File: config.mk
export PLATFORM = sky130hd
export DESIGN_NAME = ec_malf_monitor
export DESIGN_NICKNAME = d
export VERILOG_FILES = /design/src/rtl/ec_malf_monitor.sv
export SDC_FILE = /design/constraint.sdc
export NUM_CORES = 1
export LEC_CHECK = 0
export CORE_ASPECT_RATIO = 0.5
export CORE_MARGIN = 3
export CORE_UTILIZATION = 45
export CTS_CLUSTER_DIAMETER = 50
export DETAILED_ROUTE_END_ITERATION = 10
export GPL_TIMING_DRIVEN = 0
export PLACE_DENSITY = 0.79
export SYNTH_ARGS = -nofsm -noshare
export SYNTH_HDL_FRONTEND = slang
export SYNTH_SLANG_ARGS = --single-unit
File: constraint.sdc
create_clock -name clk -period 2.35 [get_ports clk]
set_input_delay 0.3525 -clock clk [delete_from_list [all_inputs] [get_ports clk]]
set_output_delay 0.3525 -clock clk [all_outputs]
set_load 0.03 [all_outputs]
File: src/rtl/ec_malf_monitor.sv
// ec_malf_monitor: multi-channel sign-code malfunction monitor.
// Checks NUM_CH two-bit sign codes per cycle. It flags codes 1 and 3 as
// malfunctions, registers per-sample flags, keeps sticky per-channel history
// and a saturating error count. It also raises an alarm after RUN_LEN
// consecutive erroneous samples; the alarm holds until it is acknowledged.
//
// Ports:
//   clk          clock, rising edge
//   rst          asynchronous active-high reset
//   valid_in     sign_in carries a sample this cycle
//   sign_in      packed codes, channel i at [2i+1:2i]
//   clr          synchronous clear of malf_sticky and err_cnt
//   alarm_ack    acknowledge, clears alarm
//   Y            malfunction flag for the previous cycle's sample
//   malf_ch      per-channel malfunction flags for the previous sample
//   malf_sticky  per-channel sticky malfunction history
//   err_cnt      saturating count of malfunctioning samples
//   alarm        consecutive-malfunction alarm
module ec_malf_monitor #(
  parameter int unsigned NUM_CH  = 4,
  parameter int unsigned CNT_W   = 8,
  parameter int unsigned RUN_LEN = 3
) (
  input  logic                  clk,
  input  logic                  rst,
  input  logic                  valid_in,
  input  logic [2*NUM_CH-1:0]   sign_in,
  input  logic                  clr,
  input  logic                  alarm_ack,
  output logic                  Y,
  output logic [NUM_CH-1:0]     malf_ch,
  output logic [NUM_CH-1:0]     malf_sticky,
  output logic [CNT_W-1:0]      err_cnt,
  output logic                  alarm
);

  localparam int unsigned RUN_W = 8;
  localparam logic [RUN_W-1:0] RUN_LEN_C = RUN_W'(RUN_LEN);
  localparam logic [CNT_W-1:0] CNT_MAX   = '1;

  typedef enum logic {
    MONITOR = 1'b0,
    ALARM   = 1'b1
  } state_t;

  state_t             state;
  logic [RUN_W-1:0]   run_cnt;
  logic [NUM_CH-1:0]  chan_err;
  logic               sample_err;
  logic [CNT_W-1:0]   cnt_base;
  logic [CNT_W-1:0]   cnt_next;
  logic [NUM_CH-1:0]  sticky_next;
  logic [1:0]         code;

  // Per-channel decode: only codes 0 and 2 are legal
  always_comb begin
    chan_err = '0;
    code     = 2'b00;
    for (int i = 0; i < int'(NUM_CH); i++) begin
      code        = sign_in[2*i +: 2];
      chan_err[i] = valid_in & (code != 2'b00) & (code != 2'b10);
    end
  end

  assign sample_err = |chan_err;

  // Clear applies before the new error, so a colliding error survives
  always_comb begin
    cnt_base    = clr ? '0 : err_cnt;
    cnt_next    = cnt_base;
    if (sample_err && (cnt_base != CNT_MAX)) begin
      cnt_next = cnt_base + CNT_W'(1);
    end
    sticky_next = (clr ? '0 : malf_sticky) | chan_err;
  end

  // Per-sample flags, sticky history and error counter
  always_ff @(posedge clk or posedge rst) begin
    if (rst) begin
      Y           <= 1'b0;
      malf_ch     <= '0;
      malf_sticky <= '0;
      err_cnt     <= '0;
    end else begin
      Y           <= sample_err;
      malf_ch     <= chan_err;
      malf_sticky <= sticky_next;
      err_cnt     <= cnt_next;
    end
  end

  // Consecutive-error tracker; invalid cycles leave the run untouched
  always_ff @(posedge clk or posedge rst) begin
    if (rst) begin
      state   <= MONITOR;
      run_cnt <= '0;
      alarm   <= 1'b0;
    end else begin
      case (state)
        MONITOR: begin
          if (valid_in) begin
            if (sample_err) begin
              if ((run_cnt + RUN_W'(1)) == RUN_LEN_C) begin
                state   <= ALARM;
                alarm   <= 1'b1;
                run_cnt <= '0;
              end else begin
                run_cnt <= run_cnt + RUN_W'(1);
              end
            end else begin
              run_cnt <= '0;
            end
          end
        end
        ALARM: begin
          // Samples during the alarm, including on the ack cycle, never start a run
          if (alarm_ack) begin
            state   <= MONITOR;
            alarm   <= 1'b0;
            run_cnt <= '0;
          end
        end
        default: begin
          state   <= MONITOR;
          alarm   <= 1'b0;
          run_cnt <= '0;
        end
      endcase
    end
  end

endmodule

==> qor.yml <==
run_status:
  status: "complete, no violations"
critical_path:
  cp_max_fo: 7
  r2r_start: "err_cnt[0]"
  crit_path_end_kind: "flop"
  startpoint: "clr"
  path_class: "input pin to flop"
  arrival_ps: 2260
  crit_required_ps: 2530
  worstSetupStartpointType: "input pin"
timing:
  fin_ws_ps: 270.7
  hold_viol: 0
  fmax_ghz: 0.4809
  slew_violations: 0
  tns_ps: 0
  fin_crit_ps: 2079
  fin_skew_ps: 4.496
  rsz0062_at_grt: "no"
  period_share: 0.8848
  slew_headroom: 0.3059
  setup_viol: 0
  worstMarginPinSlew_ps: 1040
clock_tree:
  cts_hold_buf: 0
  cts_root_buf: "clkbuf_8"
  clkSlewWorstSetupHoldPaths_ps: 100
  cts.sinks: 27
  post_cts_buffers: 0
  ctsResizeCount: 0
  clockBufferDepth: 2
  htreeDepth: 1
  worstSkewPairLatency_ps: 280
  cts_buffers: 3
  cts_tree: "built"
place:
  place.gp.congestion: 0.8113
  pre_cts_slack_ps: -20.00
  io_buffers: 26
  post-place-cells: 207
  placed_area_um2: 1724
  hpwl_mm: 2.146
cells_and_area:
  stdcell_count: 211
  syn2layout_area_growth_pct: 25.07
  nFillCells: 235
  final_layout_size_suffix_gt1_frac: 0.06897
  finalInstanceArea_um2: 1773
  layout.nets: 191
  n_antenna_cell: 0
route:
  ant_nets: 0
  wl_per_cell_um: 14.48
  dr.pass1.iters: 5
  drc_errors: 0
  routed-via-count: 1237
  vias_per_cell: 5.863
  routed_wl_mm: 3.056
  drt_iter0_markers: 74
grt:
  grt_pass1_wl_mm: 4.926
  grt_pass1_vias: 1044
  grt_overflow: 0
  grt_usage: 0.1632
  grt_max_degree: 28
  antenna_found_initial: 0
floorplan:
  core_area_um2: 2798
  start_util: 0.5067
  dieHeight_um: 45.69
  dieArea_um2: 3901
  dieWidth_um: 85.38
  ios: 31
  rows: 13
yosys:
  avgSynthCellArea_um2: 9.845
  synth_edf_count: 0
  synthFlopType: "dfrtp_1"
  syn_area_um2: 1418
  synth.distinct_cells: 46
  yosysWarnings: 0
  synthArstFlopShare: 1.000
  ys_seq_area_frac: 0.4766
  syn_inst: 144
  synth_seq_cells: 27
  syn_nets: 160
power_and_ir_drop:
  finalPower_w: 0.001169
  p_leak_nw: 0.7519
  p_per_area_nw_per_um2: 659.4
  vdd_ir_drop_max_uv: 345.0
job:
  timing.max_cap.violations: 0
hold_path:
  hold_path.startpoint: "malf_sticky[1]"
  holdCritPathClass: "flop to flop"
-- through the flow --
| step | utilization | hold slack [ps] |
|---|---|---|
| after detailed placement | 0.6163 | 471.6 |
| final | 0.6337 | 486.9 |
| after floorplan | - | 405.2 |
| after CTS | 0.6337 | 495.2 |
| after global routing | 0.6337 | 523.8 |
| after global placement | 0.6163 | 461.6 |
-- metal layers --
layer	global-route usage	vias up	part of all wire	wire length, µm
li1	-	592	-	-
met1	0.2192	614	0.48	1466
met2	0.2731	31	0.47	1432
met3	0.04874	0	0.051	157
met4	0.02208	0	0	0
met5	0	-	0	0
-- Yosys cell counts (all sizes together), types with 4 or more instances --
cell type | instances | area (µm²)
clkbuf | 5 | 18.77
nand3 | 6 | 30.03
nand2 | 12 | 45.04
a21oi | 4 | 20.02
a21o | 6 | 45.04
nor3 | 4 | 20.02
a211oi | 4 | 30.03
nor2 | 5 | 21.27
and2 | 5 | 31.28
o21ai | 11 | 55.05
dfrtp | 27 | 675.7
inv | 7 | 26.27
-- kinds of logic (layout without fill, tap and decap cells) --
kind of cell	count (synthesis)	count (layout)	synth area share
simple gates	52	52	0.2039
compound gates	44	44	0.2277
flops	27	27	0.4766
buf+inv	14	44	0.03883
fa+ha+maj	3	3	0.02648
xor+xnor	3	3	0.01854
mux	1	1	0.007943
-- flip-flops by register name (all words and copies together), names as in the netlist --
| signal | cells |
|---|---|
| err_cnt | 8 |
| alarm | 1 |
| state | 1 |
| malf_sticky | 4 |
| run_cnt | 8 |
| malf_ch | 4 |
| Y | 1 |
-- cells in the final DEF (no fill, tap or decap), drive strengths merged, types with 2 or more instances in the layout --
cell / instances
clkbuf: 8
xnor2: 3
a311oi: 2
dfrtp: 27
clkdlybuf4s50: 26
nor2: 5
a211oi: 4
inv: 7
or3: 3
o21ai: 11
and2: 5
a21oi: 4
nor2b: 2
o31ai: 3
nor3: 4
nor4: 3
and4: 2
a21o: 6
nand4: 2
nand3: 6
o22ai: 2
ha: 3
and3: 2
buf: 2
nand2: 12
-- worst paths after layout --
| kind | endpoint | slack (ps) | depth (start not counted) |
|---|---|---|---|
| setup reg to reg | err_cnt[5] | 470 | 6 |
| max in group asynchronous | Y | 1110 | 2 |
| hold / removal | malf_sticky[1] | 490 | 1 |
| setup / recovery | err_cnt[5] | 270 | 7 |
| min in group asynchronous | malf_ch[3] | 610 | 2 |
| hold reg to reg | malf_sticky[1] | 490 | 1 |
-- where the power goes --
group	internal, W	switching [W]	leakage (nW)	total [W]
Sequential	0.000509	0.0000302	0.356	0.000539
Combinational	0.000141	0.000210	0.374	0.000350
Clock	0.000121	0.000159	0.0217	0.000280
Total	0.000770	0.000399	0.752	0.00117
-- area by class of cell --
| cell class | count | area (µm²) | share of cell area |
|---|---|---|---|
| clock inverter | 1 | 7.507 | 0.004234 |
| buffer | 7 | 28.78 | 0.01623 |
| sequential | 27 | 675.6 | 0.3811 |
| clock buffer | 3 | 41.29 | 0.02329 |
| timing repair buffer | 26 | 260.3 | 0.1468 |
| inverter | 7 | 26.28 | 0.01482 |
| tap | 37 | 46.29 | 0.02611 |
| multi-input combinational | 103 | 686.9 | 0.3874 |
-- worst max-delay path, stage by stage --
cell	delay, ps
clkdlybuf4s50_1	600
nor2b_1	130
ha_1	240
and4b_1	230
a21o_1	250
o31a_1	290
o21a_1	180
Power figures use the tool's default switching activity.
==> edit, RTL diff (same flow settings) <==
Put one more register stage on the output `alarm`, cleared by the reset. The value now appears one clock later. The other outputs are not delayed to match. Comments in the files are not updated.
--- a/src/rtl/ec_malf_monitor.sv
+++ b/src/rtl/ec_malf_monitor.sv
@@ -42,6 +42,8 @@
     MONITOR = 1'b0,
     ALARM   = 1'b1
   } state_t;
+
+  logic alarm_s0;
 
   state_t             state;
   logic [RUN_W-1:0]   run_cnt;
@@ -94,7 +96,7 @@
     if (rst) begin
       state   <= MONITOR;
       run_cnt <= '0;
-      alarm   <= 1'b0;
+      alarm_s0 <= 1'b0;
     end else begin
       case (state)
         MONITOR: begin
@@ -102,7 +104,7 @@
             if (sample_err) begin
               if ((run_cnt + RUN_W'(1)) == RUN_LEN_C) begin
                 state   <= ALARM;
-                alarm   <= 1'b1;
+                alarm_s0 <= 1'b1;
                 run_cnt <= '0;
               end else begin
                 run_cnt <= run_cnt + RUN_W'(1);
@@ -116,18 +118,26 @@
           // Samples during the alarm, including on the ack cycle, never start a run
           if (alarm_ack) begin
             state   <= MONITOR;
-            alarm   <= 1'b0;
+            alarm_s0 <= 1'b0;
             run_cnt <= '0;
           end
         end
         default: begin
           state   <= MONITOR;
-          alarm   <= 1'b0;
+          alarm_s0 <= 1'b0;
           run_cnt <= '0;
         end
       endcase
     end
   end
 
+  always_ff @(posedge clk or posedge rst) begin
+    if (rst) begin
+      alarm <= '0;
+    end else begin
+      alarm <= alarm_s0;
+    end
+  end
+
 endmodule
 
Function: changed (a bounded check fails within 4 cycles, from zero or initial values and one cycle with rst high).
==> edit against the unedited design <==
Setup slack worse by 40 ps. Synthesized cell count up 0.69%. Sequential cell count up 1. Synthesized area up 1.8%. Sequential share of layout area up 0.73 points. Count of clock-buffer cells in the layout up 1. Total power up 2.8%. Routed wire length up 2.1%. Cell area up 1.8%. First-iteration DRC count down 22%. Critical path depth unchanged. Largest cell class is now registers. Largest power group unchanged. Highest routed layer unchanged.
==> edit: results (changes against the unedited design) <==
| Metric | Value |
|---|---|
| Status | complete, no violations (unchanged) |
| Antenna cells | 0 (unchanged) |
| 1st-iter DRT viols | 58 (was 74) |
| Hold path depth | 0 (was 1) |
| Largest net degree at the start of global routing | 29 (was 28) |
| Synth Area in XOR/XNOR | 1.82% (was 1.85%) |
| Cells on worst reg2reg path | 6 (unchanged) |
| # fillers | 228 (was 235) |
| Multiplexer area fraction after synthesis | 0.781% (was 0.794%) |
| Clock Tree Buf Depth | 2 (unchanged) |
| Syn Nets | 161 (was 160) |
| Post-Synth Adder-Cell Area | 2.60% (was 2.65%) |
| Complex-gate fraction of the synthesized area | 22.4% (was 22.8%) |
| Layout cells sized above 1 | 6.86% (was 6.90%) |
| GRT Total Usage | 16.8% (was 16.3%) |
| Crit path DAT | 2290 ps (was 2260 ps) |
| Leakage power | 0.771 nW (was 0.752 nW) |
| TritonCTS buffer count | 3 (unchanged) |
| Post_cts resized | 0 (unchanged) |
| Global-route wire length before repair | 5.12 mm (was 4.93 mm) |
| Routed vias/inst | 5.78 (was 5.86) |
| NumNets Final | 192 (was 191) |
| Post-synth top flop | dfrtp_1 (unchanged) |
| Asr flop ratio synth | 100% (unchanged) |
| Cells after DPL | 208 (was 207) |
| Post-synthesis cell count | 145 (was 144) |
| Worst Tran Pin Value | 1040 ps (about the same) |
| Initial antenna violation count | 0 (unchanged) |
| Clock transition at path regs | 90 ps |
| Switching share of power | 31.4% (was 34.1%) |
| Met3 GRT Util | 4.33% (was 4.87%) |
| Vias in the first global route | 1070 (was 1044) |
| Post-DP HPWL | 2.21 mm (was 2.15 mm) |
| M2 GR Usage | 30.5% (was 27.3%) |
| Routed vias | 1225 (was 1237) |
| Worst min-delay path category | reg -> reg (unchanged) |
| H-tree Lvls | 1 (unchanged) |
| GR Util met1 | 21.4% (was 21.9%) |
| GPL Wtd Cong | 0.846 (was 0.811) |
| Drt total wl | 3.12 mm (was 3.06 mm) |
| Postcts setup bufs | 0 (unchanged) |
| Top post-synthesis cells by area | dfrtp_1 (49%), o21ai_0 (3.1%), a21o_1 (3.1%) (was dfrtp_1 (48%), o21ai_0 (3.2%), a21o_1 (3.2%)) |
| Peak supply drop | 0.338 mV (was 0.345 mV) |
| IO buf count | 26 (unchanged) |
| Register area share after synthesis | 48.6% (was 47.7%) |
| Top cells by count, synth | dfrtp_1 (28), nand2_1 (12), o21ai_0 (9) (was dfrtp_1 (27), nand2_1 (12), o21ai_0 (9)) |
| Drt pass-1 iters | 4 (was 5) |
| Clock skew | 2.93 ps (was 4.50 ps) |
==> edit: cell types whose count changed in the layout (fill, tap and decap cells not counted), sizes merged <==
cell and change:
clkbuf +1, clkinvlp -1, dfrtp +1
==> edit: power by group through the flow <==
| stage | Combinational (mW) | Sequential (mW) | Clock (mW) |
|---|---|---|---|
| finish | 0.347 | 0.561 | 0.293 |
| global route | 0.378 | 0.568 | 0.323 |
| CTS | 0.347 | 0.562 | 0.306 |
| detailed placement | 0.343 | 0.572 | 0 |
| global placement | 0.339 | 0.569 | 0 |
| floorplan | 0.182 | 0.618 | 0 |
==> edit: path summary, 6_finish.rpt <==
kind,startpoint,to,slack (ps)
min in group asynchronous,rst,malf_ch[3],630
setup / recovery,clr,err_cnt[5],230
hold / removal,alarm_s0,alarm,390
setup reg to reg,err_cnt[1],err_cnt[5],430
max in group asynchronous,rst,run_cnt[0],1090
hold reg to reg,alarm_s0,alarm,390
==> edit: cells by family (layout without fill, tap and decap cells) <==
group           after synthesis  in the layout
fa+ha+maj                     3              3
buf+inv                      14             44
xor+xnor                      3              3
mux                           1              1
flops                        28             28
simple gates                 52             52
compound gates               44             44
==> edit: worst max-delay path: stages <==
cell	delay (ps)
clkdlybuf4s50_1	600
nor2b_1	130
ha_1	250
and4b_1	230
a21o_1	250
o31a_1	300
o21a_1	180
==> edit: final cells by class <==
cell class	count	area share (%)
multi-input cells	103	38.1
repair buffers	26	14.4
plain buffers	7	1.60
flip-flops and latches	28	38.8
clock buffers	4	3.05
well taps	37	2.57
inverters	7	1.46
==> edit: per-stage QoR <==
| step | total power [mW] | area (sq um) | util [%] | TNS [ps] | setup slack, ps |
|---|---|---|---|---|---|
| detailed placement | 0.915 | 1750 | 62.2 | -27.4 | -27.4 |
| floorplan | 0.800 | 1440 | - | 0 | 441 |
| CTS | 1.22 | 1800 | 64.1 | 0 | 255 |
| global route | 1.27 | 1800 | 64.1 | 0 | 142 |
| finish | 1.20 | 1800 | 64.1 | 0 | 231 |
| global placement | 0.908 | 1750 | 62.2 | -1.19 | -1.19 |
==> edit: routing by layer <==
metal  vias up  part of all wire (%)
met5         -                     0
met4         0                     0
met3         0                   5.4
met2        39                    49
met1       588                    45
li1        598                     -
